`config.mk`:
```
export PLATFORM = sky130hd
export DESIGN_NAME = mem_req_arbiter
export DESIGN_NICKNAME = d
export VERILOG_FILES = /design/src/rtl/mem_req_arbiter_pkg.sv /design/src/rtl/mem_req_arbiter_wb_fifo.sv /design/src/rtl/mem_req_arbiter.sv
export SDC_FILE = /design/constraint.sdc
export NUM_CORES = 1
export LEC_CHECK = 0
export BUFFER_PORTS_ARGS = -buffer_cell sky130_fd_sc_hd__buf_2
export CELL_PAD_IN_SITES_DETAIL_PLACEMENT = 1
export CELL_PAD_IN_SITES_GLOBAL_PLACEMENT = 2
export CORE_ASPECT_RATIO = 2
export CORE_MARGIN = 2
export CORE_UTILIZATION = 38
export CTS_CLUSTER_DIAMETER = 120
export DETAILED_ROUTE_END_ITERATION = 6
export PLACE_DENSITY = 0.83
export SYNTH_ARGS = -nofsm -noshare
export SYNTH_HDL_FRONTEND = slang
export SYNTH_SLANG_ARGS = --single-unit
```
`constraint.sdc`:
```
create_clock -name clock -period 4.05 [get_ports clock]
set_input_delay 0.6075 -clock clock [delete_from_list [all_inputs] [get_ports clock]]
set_output_delay 0.6075 -clock clock [all_outputs]
set_load 0.005 [all_outputs]
```
`src/rtl/mem_req_arbiter_pkg.sv`:
```
`default_nettype none
// ============================================================================
// Module      : mem_req_arbiter_pkg
// Description : Shared types for the cache-to-memory request arbiter.
// Revision    : 1.0 - initial release
// ============================================================================
package mem_req_arbiter_pkg;

  localparam int NUM_MEM_TAGS = 15;
  localparam int MEM_WB_DEPTH = 4;
  localparam int BLOCK_BYTES  = 8;

  typedef logic [31:0] ADDR;
  typedef logic [63:0] MEM_BLOCK;
  typedef logic [3:0]  MEM_TAG;

  typedef enum logic [1:0] {
    MEM_NONE  = 2'd0,
    MEM_LOAD  = 2'd1,
    MEM_STORE = 2'd2
  } MEM_COMMAND;

  typedef struct packed {
    logic valid;
    ADDR  addr;
  } I_ADDR_PACKET;

  typedef struct packed {
    logic     valid;
    ADDR      addr;
    MEM_BLOCK data;
  } WB_ENTRY;

  typedef enum logic {
    DC = 1'b0,
    IC = 1'b1
  } TAG_OWNER;

  typedef enum logic [1:0] {
    GNT_NONE  = 2'd0,
    GNT_STORE = 2'd1,
    GNT_DC    = 2'd2,
    GNT_IC    = 2'd3
  } GRANT_SEL;

  function automatic ADDR block_addr(input ADDR a);
    return a & ~ADDR'(BLOCK_BYTES - 1);
  endfunction

endpackage
`default_nettype wire

```
`src/rtl/mem_req_arbiter_wb_fifo.sv`:
```
`default_nettype none
// ============================================================================
// Module      : wb_fifo
// Description : Writeback FIFO with parallel block-address match for hazards.
// Revision    : 1.0 - initial release
// ============================================================================
module wb_fifo
  import mem_req_arbiter_pkg::*;
#(
  parameter int DEPTH = MEM_WB_DEPTH
) (
  input  logic                   clock,
  input  logic                   reset,
  input  logic                   push,
  input  ADDR                    push_addr,
  input  MEM_BLOCK               push_data,
  input  logic                   pop,
  output WB_ENTRY                head,
  output logic [$clog2(DEPTH):0] count,
  output logic                   full,
  input  ADDR                    dc_match_addr,
  input  ADDR                    ic_match_addr,
  output logic                   dc_hit,
  output logic                   ic_hit
);

  localparam int PTR_W = $clog2(DEPTH);
  localparam logic [PTR_W-1:0] c_ptr_one  = PTR_W'(1);
  localparam logic [PTR_W:0]   c_cnt_one  = (PTR_W + 1)'(1);
  localparam logic [PTR_W:0]   c_cnt_full = (PTR_W + 1)'(DEPTH);

  WB_ENTRY          r_mem [DEPTH];
  logic [PTR_W-1:0] r_head;
  logic [PTR_W-1:0] r_tail;
  logic [PTR_W:0]   r_count;
  logic             w_push_ok;

  // When full, a push only lands if the head slot is freed in the same cycle.
  assign w_push_ok = push && (!full || pop);
  assign full      = (r_count == c_cnt_full);
  assign count     = r_count;
  assign head      = r_mem[r_head];

  always_ff @(posedge clock or negedge reset) begin
    if (!reset) begin
      for (int i = 0; i < DEPTH; i++) r_mem[i] <= '0;
      r_head  <= '0;
      r_tail  <= '0;
      r_count <= '0;
    end else begin
      if (pop) begin
        r_mem[r_head].valid <= 1'b0;
        r_head              <= r_head + c_ptr_one;
      end
      if (w_push_ok) begin
        r_mem[r_tail] <= '{valid: 1'b1, addr: push_addr, data: push_data};
        r_tail        <= r_tail + c_ptr_one;
      end
      case ({w_push_ok, pop})
        2'b10:   r_count <= r_count + c_cnt_one;
        2'b01:   r_count <= r_count - c_cnt_one;
        default: r_count <= r_count;
      endcase
    end
  end

  always_comb begin
    dc_hit = 1'b0;
    ic_hit = 1'b0;
    for (int i = 0; i < DEPTH; i++) begin
      dc_hit = dc_hit | (r_mem[i].valid && (r_mem[i].addr == dc_match_addr));
      ic_hit = ic_hit | (r_mem[i].valid && (r_mem[i].addr == ic_match_addr));
    end
  end

endmodule
`default_nettype wire

```
`src/rtl/mem_req_arbiter.sv`:
```
`default_nettype none
// ============================================================================
// Module      : mem_req_arbiter
// Description : Arbitrates cache reads and writebacks onto one memory port and
//               steers tagged returns to the owning cache.
// Revision    : 1.0 - initial release
// ============================================================================
module mem_req_arbiter
  import mem_req_arbiter_pkg::*;
#(
  parameter int WB_DEPTH = MEM_WB_DEPTH,
  parameter int NUM_TAGS = NUM_MEM_TAGS
) (
  input  logic         clock,
  input  logic         reset,
  input  I_ADDR_PACKET dc_req_addr,
  output logic         dc_req_accepted,
  output MEM_TAG       dc_req_tag,
  input  I_ADDR_PACKET dc_wb_addr,
  input  MEM_BLOCK     dc_wb_data,
  input  logic         dc_wb_valid,
  input  I_ADDR_PACKET ic_req_addr,
  output logic         ic_req_accepted,
  output MEM_TAG       ic_req_tag,
  output MEM_COMMAND   proc2mem_command,
  output ADDR          proc2mem_addr,
  output MEM_BLOCK     proc2mem_data,
  input  MEM_TAG       mem2proc_transaction_tag,
  input  MEM_BLOCK     mem2proc_data,
  input  MEM_TAG       mem2proc_data_tag,
  output MEM_TAG       dc_data_tag,
  output MEM_TAG       ic_data_tag,
  output MEM_BLOCK     mem_data,
  output logic         wb_overflow
);

  localparam int CNT_W = $clog2(WB_DEPTH) + 1;

  WB_ENTRY          w_head;
  logic [CNT_W-1:0] w_count;
  logic             w_full, w_dc_hit, w_ic_hit;
  logic             w_accept, w_pop, w_drop, w_alloc, w_ret_hit;
  GRANT_SEL         w_grant;
  TAG_OWNER         w_alloc_owner;
  ADDR              w_dc_blk, w_ic_blk, w_wb_blk;
  logic             w_unused_bits;

  logic             r_own_valid [NUM_TAGS+1];
  TAG_OWNER         r_own_owner [NUM_TAGS+1];
  logic             r_overflow;

  assign w_dc_blk      = block_addr(dc_req_addr.addr);
  assign w_ic_blk      = block_addr(ic_req_addr.addr);
  assign w_wb_blk      = block_addr(dc_wb_addr.addr);
  assign w_unused_bits = dc_wb_addr.valid ^ w_head.valid;

  wb_fifo #(.DEPTH(WB_DEPTH)) u_wb_fifo (
    .clock         (clock),
    .reset         (reset),
    .push          (dc_wb_valid),
    .push_addr     (w_wb_blk),
    .push_data     (dc_wb_data),
    .pop           (w_pop),
    .head          (w_head),
    .count         (w_count),
    .full          (w_full),
    .dc_match_addr (w_dc_blk),
    .ic_match_addr (w_ic_blk),
    .dc_hit        (w_dc_hit),
    .ic_hit        (w_ic_hit)
  );

  // Gated by reset so nothing is issued while the block is held in reset.
  always_comb begin
    w_grant = GNT_NONE;
    if (reset) begin
      if (w_full)                                w_grant = GNT_STORE;
      else if (dc_req_addr.valid && !w_dc_hit)   w_grant = GNT_DC;
      else if (ic_req_addr.valid && !w_ic_hit)   w_grant = GNT_IC;
      else if (w_count != '0)                    w_grant = GNT_STORE;
    end
  end

  assign w_accept      = (w_grant != GNT_NONE) && (mem2proc_transaction_tag != '0);
  assign w_pop         = w_accept && (w_grant == GNT_STORE);
  assign w_alloc       = w_accept && ((w_grant == GNT_DC) || (w_grant == GNT_IC))
                         && (int'(mem2proc_transaction_tag) <= NUM_TAGS);
  assign w_alloc_owner = (w_grant == GNT_IC) ? IC : DC;
  assign w_drop        = dc_wb_valid && w_full && !w_pop;

  always_comb begin
    proc2mem_command = MEM_NONE;
    proc2mem_addr    = '0;
    proc2mem_data    = '0;
    dc_req_accepted  = 1'b0;
    dc_req_tag       = '0;
    ic_req_accepted  = 1'b0;
    ic_req_tag       = '0;
    case (w_grant)
      GNT_STORE: begin
        proc2mem_command = MEM_STORE;
        proc2mem_addr    = w_head.addr;
        proc2mem_data    = w_head.data;
      end
      GNT_DC: begin
        proc2mem_command = MEM_LOAD;
        proc2mem_addr    = w_dc_blk;
        dc_req_accepted  = w_accept;
        dc_req_tag       = w_accept ? mem2proc_transaction_tag : '0;
      end
      GNT_IC: begin
        proc2mem_command = MEM_LOAD;
        proc2mem_addr    = w_ic_blk;
        ic_req_accepted  = w_accept;
        ic_req_tag       = w_accept ? mem2proc_transaction_tag : '0;
      end
      default: ;
    endcase
  end

  assign w_ret_hit   = reset && (mem2proc_data_tag != '0)
                       && (int'(mem2proc_data_tag) <= NUM_TAGS)
                       && r_own_valid[mem2proc_data_tag];
  assign dc_data_tag = (w_ret_hit && (r_own_owner[mem2proc_data_tag] == DC)) ? mem2proc_data_tag : '0;
  assign ic_data_tag = (w_ret_hit && (r_own_owner[mem2proc_data_tag] == IC)) ? mem2proc_data_tag : '0;
  assign mem_data    = reset ? mem2proc_data : '0;
  assign wb_overflow = r_overflow;

  // Clear precedes allocation so a tag returned and re-issued together stays owned.
  always_ff @(posedge clock or negedge reset) begin
    if (!reset) begin
      for (int i = 0; i <= NUM_TAGS; i++) begin
        r_own_valid[i] <= 1'b0;
        r_own_owner[i] <= DC;
      end
      r_overflow <= 1'b0;
    end else begin
      if (w_ret_hit) r_own_valid[mem2proc_data_tag] <= 1'b0;
      if (w_alloc) begin
        r_own_valid[mem2proc_transaction_tag] <= 1'b1;
        r_own_owner[mem2proc_transaction_tag] <= w_alloc_owner;
      end
      if (w_drop) r_overflow <= 1'b1;
    end
  end

endmodule
`default_nettype wire
```
==> flow_metrics.tcl, run 1 <==
set metrics [dict create \
    grt_usage 0.259 \
    rows 126 \
    io_buffers 405 \
    end_kind "output port" \
    syn_inst 1732 \
    ys_seq_elements 415 \
    hold_viol 0 \
    drt_iter0_drc 645 \
    ant_nets 0 \
    r2r-start "u_wb_fifo.r_mem[167]" \
    dieArea_um2 62000 \
    nNetsFinal 2412 \
    critPathLaunch "u_wb_fifo.r_mem[272]" \
    die_h_um 350 \
    yosysTopAreaCell "dfrtp_1" \
    status "finished with violations" \
    core_um2 59100 \
    start_util 0.385 \
    relSlewSlack 0.196 \
    final_core_util 0.481 \
    max_freq_mhz 243 \
    first_pass_iters 5 \
    grt-ovfl-total 0 \
    arrival_ns 3.51 \
    synth_area_leaders "dfrtp_1, mux2_2, mux4_2" \
    ios 419 \
    area_growth_pct 25.1 \
    grt_max_degree 181 \
    drc_errors 0 \
    grt_setup_unrepaired "yes" \
    drive_gt1_frac 0.550 \
    crit_path_max_fanout 7 \
    critPathRequiredTime_ns 3.44 \
    fin_crit_sh 1.02 \
    yosysMostFrequentCell "dfrtp_1" \
    cts_root_buf "clkbuf_16" \
    fp.dieW_um 177 \
    ir_drop_uv 468 \
    place.gp.congestion 0.965 \
    powerDensity_nw_per_um2 783 \
    hold_start "dc_wb_data[6]" \
    worst_slew_pin_slew_ns 1.20 \
    hold_class "input port to register" \
    yosysWarningCount 0 \
    syn_area_per_cell_um2 13.1 \
    wl_met1_um 27900 \
    violations "setup timing" \
    drt-total-wl_um 80900 \
    drv_cap 0 \
    wl_per_cell_um 27.3 \
    setup_tns_ns -0.465 \
    synth_edf_count 0 \
    wl_met2_um 44200 \
    cts_made_buffers 41 \
    clkSlewWorstSetupHoldPaths_ns 0.07 \
    fin_crit_ns 4.12 \
    synthTopCellsByCount "dfrtp_1, mux2_2, xor2_1" \
    clk_latency_ns 0.58 \
    clock-sinks 415 \
    fin_ws_ns -0.0680 \
    tritoncts "yes" \
    ys_types 44 \
    vias_per_cell 5.41 \
    leakage_nw 12.6 \
    setup_viol 20 \
    maxSlewViolCount 0 \
    vias 16000 \
    syn_area_um2 22800 \
    antenna_found_initial 17 \
    wl_met3_um 3950 \
    path_class "register to output port" \
    fin_worst_skew_ns 0.0405 \
    cp-start-kind "register" \
    top_layer "met5" \
    async_reset_ff_frac 1.00 \
    ys.flop_type "dfrtp_1" \
    grt_pass1_wl_um 118000 \
    total_power_w 0.0223 \
    dp.final_hpwl_um 60600 \
    seq_area_frac_synth 0.456 \
    synthDominantCellAreaShare 0.456 \
    first_global_vias 18000 \
    cts.path.max_buffers 3 \
    h-tree-depth 2 \
]
## per-stage QoR
| stage | hold WS [ns] | std cells | instance area, um2 | setup WS (ns) |
|---|---|---|---|---|
| global placement | 0.361 | 2867 | 26100 | -0.135 |
| CTS | 0.281 | 2962 | 28100 | -0.0979 |
| global route | 0.304 | 2965 | 28500 | -0.157 |
| finish | 0.308 | 2966 | 28500 | -0.0680 |
| floorplan | 0.312 | 1734 | 22800 | 0.867 |
| detailed placement | 0.363 | 2867 | 26100 | -0.115 |
## power breakdown
part	total (W)	switching (W)	leakage, nW	internal (W)
Combinational	0.0102	0.00444	7.04	0.00579
Sequential	0.00816	0.00191	4.91	0.00626
Clock	0.00390	0.00169	0.645	0.00221
Total	0.0223	0.00804	12.6	0.0143
## worst max-delay path, cell delays in order (launching register included)
cell and delay [ns]:
dfrtp_1 0.46, xor2_1 0.45, nor4_1 0.11, nand3_1 0.12, nor4_1 0.06, or4_4 0.57
a41oi_4 0.28, buf_12 0.20, buf_6 0.12, nor2b_1 0.03, a221o_1 0.34, buf_2 0.16
## path summary, 6_finish.rpt
path                                        end  depth (start not counted)  slack [ns]
max                           proc2mem_addr[25]                         11       -0.07
min in group asynchronous  u_wb_fifo.r_mem[193]                          2        0.49
max reg2reg                  u_wb_fifo.count[2]                         15        0.54
min reg2reg                     r_own_owner[15]                          0        0.37
max in group asynchronous  u_wb_fifo.r_mem[373]                          4        1.83
min                          u_wb_fifo.r_mem[6]                          2        0.31
## cells in the final DEF, fill, tap and decap left out, drive strengths merged, types with 3 or more instances in the layout
| master | synthesis | routed |
|---|---|---|
| a211oi | 4 | 4 |
| clkinvlp | 0 | 3 |
| and2 | 76 | 76 |
| nand2 | 42 | 42 |
| nor2b | 98 | 98 |
| inv | 19 | 20 |
| o211ai | 4 | 4 |
| ha | 9 | 9 |
| mux4 | 102 | 102 |
| xnor2 | 90 | 90 |
| conb | 1 | 3 |
| o21ai | 7 | 7 |
| a21o | 7 | 7 |
| o31ai | 3 | 3 |
| and4bb | 3 | 3 |
| xor2 | 145 | 145 |
| diode | 0 | 4 |
| nand4 | 36 | 36 |
| nor3 | 6 | 6 |
| mux2 | 388 | 388 |
| clkinv | 0 | 4 |
| nand3 | 13 | 13 |
| nor4 | 43 | 43 |
| clkbuf | 27 | 65 |
| dfrtp | 415 | 415 |
| a221o | 29 | 29 |
| nor2 | 15 | 15 |
| buf | 131 | 541 |
| and4 | 3 | 3 |
## routing by layer
metal	track usage	up-vias
li1	-	7010
met1	0.267	8358
met2	0.483	487
met3	0.0485	178
met4	0.144	16
met5	0	-
## timing repair
item	CTS	global route
hold buffers	1	0
setup endpoints to repair	105	99
gates cloned	4	2
pin swaps	20	13
gates resized for setup	83	78
buffers inserted	25	3
hold endpoints to repair	2	0
## area by class of cell
cell class | instances | area [um2]
multi-input cells | 1142 | 12100
well taps | 768 | 961
diodes | 4 | 10.0
flip-flops and latches | 415 | 10400
clock inverters | 10 | 115
inverters | 19 | 71.3
fillers | 6146 | 30700
clock buffers | 63 | 1220
repair buffers | 545 | 3530
## logic make-up (layout without fill, tap and decap cells)
family                   Yosys count  in the layout  synth area share
AO/OA/AOI/OAI                     63             63            0.0243
XOR/XNOR                         235            235            0.0905
adder cells (fa/ha/maj)           10             10           0.00583
buffers and inverters            177            637            0.0416
flip-flops                       415            415             0.456
multiplexers                     492            492             0.294
other                              1              7          0.000165
AND/OR/NAND/NOR                  339            339            0.0874
## registers in the layout, indices dropped and copies added (netlist names)
register,cells
r_own_owner,16
r_own_valid,15
u_wb_fifo.count,3
u_wb_fifo.r_head,2
u_wb_fifo.r_mem,376
u_wb_fifo.r_tail,2
wb_overflow,1
(Power assumes the default switching activity.)
==> run 2, diff against run 1 <==
==> constraint.sdc (replaced) <==
create_clock -name clock -period 4.05 [get_ports clock]
set_input_delay 0.81 -clock clock [delete_from_list [all_inputs] [get_ports clock]]
set_output_delay 0.81 -clock clock [all_outputs]
set_load 0.005 [all_outputs]
==> run 2 against run 1 <==
Net effect:
- the flow still finishes with violations (setup timing)
- critical path depth rose by 2
- worst hold slack got worse by 0.19 ns
- non-clock buffer count rose by 16
- sequential cell count did not move
- sequential power barely moved
- die area did not move
- count of clock-buffer cells in the layout fell by 7
- final cell count rose by 0.74%
- critical path type is now input port to output port
==> flow_metrics.tcl, run 2 (synthesis results as in run 1) <==
set metrics [dict create \
    status "finished with violations" \
    violations "setup timing" \
    setup_tns_ns -10.82 \
    worst_slew_pin_slew_ns 1.26 \
    cp_common_cell "buf_12" \
    end_kind "output port" \
    nFillCells 6071 \
    cp_cell_sequence "buf_2, buf_4, xnor2_1, nand4_1, nor4_4, or4b_4, a41oi_4, buf_12, buf_12, buf_16, buf_12, nor2b_1, buf_2" \
    placed_cell_area_um2 26300 \
    grt_pass1_wl_um 119000 \
    wl_met2_um 43800 \
    clkSlewWorstSetupHoldPaths_ns 0.06 \
    rows 126 \
    ios 419 \
    crit_path_max_incr_delay_ns 0.44 \
    first_pass_iters 5 \
    crit_path_max_fanout 8 \
    ant_nets 0 \
    hold_viol 0 \
    crit_buf_inv 7 \
    grt-ovfl-total 0 \
    final_area_um2 28900 \
    cts.path.max_buffers 3 \
    fin_crit_ns 4.25 \
    fp.dieW_um 177 \
    first_global_vias 18300 \
    clock-sinks 415 \
    grt_max_degree 179 \
    final_cell_mix "dfrtp_1, buf_2, mux2_2" \
    clk_latency_ns 0.57 \
    tritoncts "yes" \
    die_h_um 350 \
    whs_ns 0.120 \
    arrival_ns 3.44 \
    path_class "input port to output port" \
    maxSlewViolCount 0 \
    hold_class "input port to async pin" \
    crit_family "buffers and inverters" \
    fin_crit_sh 1.05 \
    nNetsFinal 2428 \
    final_common_cell "dfrtp_1" \
    slowest_stage "xnor2_1" \
    cts_made_buffers 41 \
    largest_register_ff_count 376 \
    grt_usage 0.262 \
    critPathRequiredTime_ns 3.24 \
    leakage_nw 12.8 \
    pre_cts_slack_ns -0.532 \
    wl_met3_um 4760 \
    drive_gt1_frac 0.561 \
    fin_worst_skew_ns 0.0254 \
    io_buffers 405 \
    place.gp.congestion 0.930 \
    fin_ws_ns -0.195 \
    start_util 0.385 \
    top_regs "u_wb_fifo.r_mem: 376 flops, r_own_owner: 16 flops, r_own_valid: 15 flops" \
    h-tree-depth 2 \
    top_layer "met5" \
    max_freq_mhz 236 \
    area_growth_pct 27.0 \
    vias_per_cell 5.42 \
    dp.final_hpwl_um 58400 \
    wl_per_cell_um 27.2 \
    max_flop_register "u_wb_fifo.r_mem" \
    cp-start-kind "input port" \
    wl_met1_um 27100 \
    vias 16200 \
    cts_root_buf "clkbuf_16" \
    relSlewSlack 0.163 \
    drc_errors 0 \
    drt_iter0_drc 681 \
    antenna_found_initial 24 \
    core_um2 59100 \
    dieArea_um2 62000 \
    grt_setup_unrepaired "yes" \
    drv_cap 0 \
    ir_drop_uv 435 \
    powerDensity_nw_per_um2 782 \
    drt-total-wl_um 81100 \
    setup_viol 93 \
]
run 2: through the flow:
step / util / power [W] / cells
detailed placement: 0.444 / 0.0177 / 2886
CTS: 0.483 / 0.0225 / 2975
floorplan: - / 0.0139 / 1734
global route: 0.489 / 0.0237 / 2986
finish: 0.489 / 0.0226 / 2988
global placement: 0.444 / 0.0171 / 2886
run 2: path summary, 6_finish.rpt:
kind                                      startpoint              endpoint  slack, ns  cells after the start
min in group clock                   r_own_owner[15]       r_own_owner[15]       0.38                      0
max in group asynchronous                      reset  u_wb_fifo.r_mem[368]       1.62                      3
worst min register to register       r_own_owner[15]       r_own_owner[15]       0.38                      0
worst min-delay path                           reset    u_wb_fifo.count[2]       0.12                      1
worst max register to register  u_wb_fifo.r_mem[383]    u_wb_fifo.count[2]       0.49                     15
worst max-delay path                 ic_req_addr[16]     proc2mem_data[32]      -0.20                     13
run 2: area by class of cell:
cell class,count,area (um2),share of cell area
antenna,8,20.0,0.000693
clock buffer,56,1170,0.0406
clock inverter,19,238,0.00823
inverter,19,71.3,0.00247
multi-input combinational,1142,12200,0.424
sequential,415,10400,0.360
tap,768,961,0.0333
timing repair buffer,561,3780,0.131
run 2: per-layer routing:
metal | track usage | up-vias
li1 | - | 7043
met1 | 0.268 | 8407
met2 | 0.481 | 503
met3 | 0.0580 | 198
met4 | 0.156 | 30
met5 | 0 | -
run 2: timing repair:
| action | in CTS | in global routing |
|---|---|---|
| hold buffers | 0 | 0 |
| resized for setup | 108 | 53 |
| pin swaps | 28 | 8 |
| gates cloned | 5 | 4 |
| setup buffers | 12 | 4 |
| endpoints found under the setup margin | 105 | 101 |
run 2: power breakdown:
group	internal, W	switching [W]
Sequential	0.00625	0.00191
Clock	0.00230	0.00172
Combinational	0.00593	0.00449
Total	0.0145	0.00811
run 2: worst register-to-register path, cell delays in order (launching register included):
cell and delay, ns:
dfrtp_2 0.47, xor2_4 0.19, nor4_4 0.37, nand4_1 0.20
o41ai_2 0.34, or4b_4 0.23, buf_4 0.13, buf_4 0.15
a31oi_1 0.10, nor2_1 0.20, ha_1 0.22, inv_1 0.06
fa_1 0.38, xor2_1 0.16, nor2_1 0.14, xor2_1 0.16
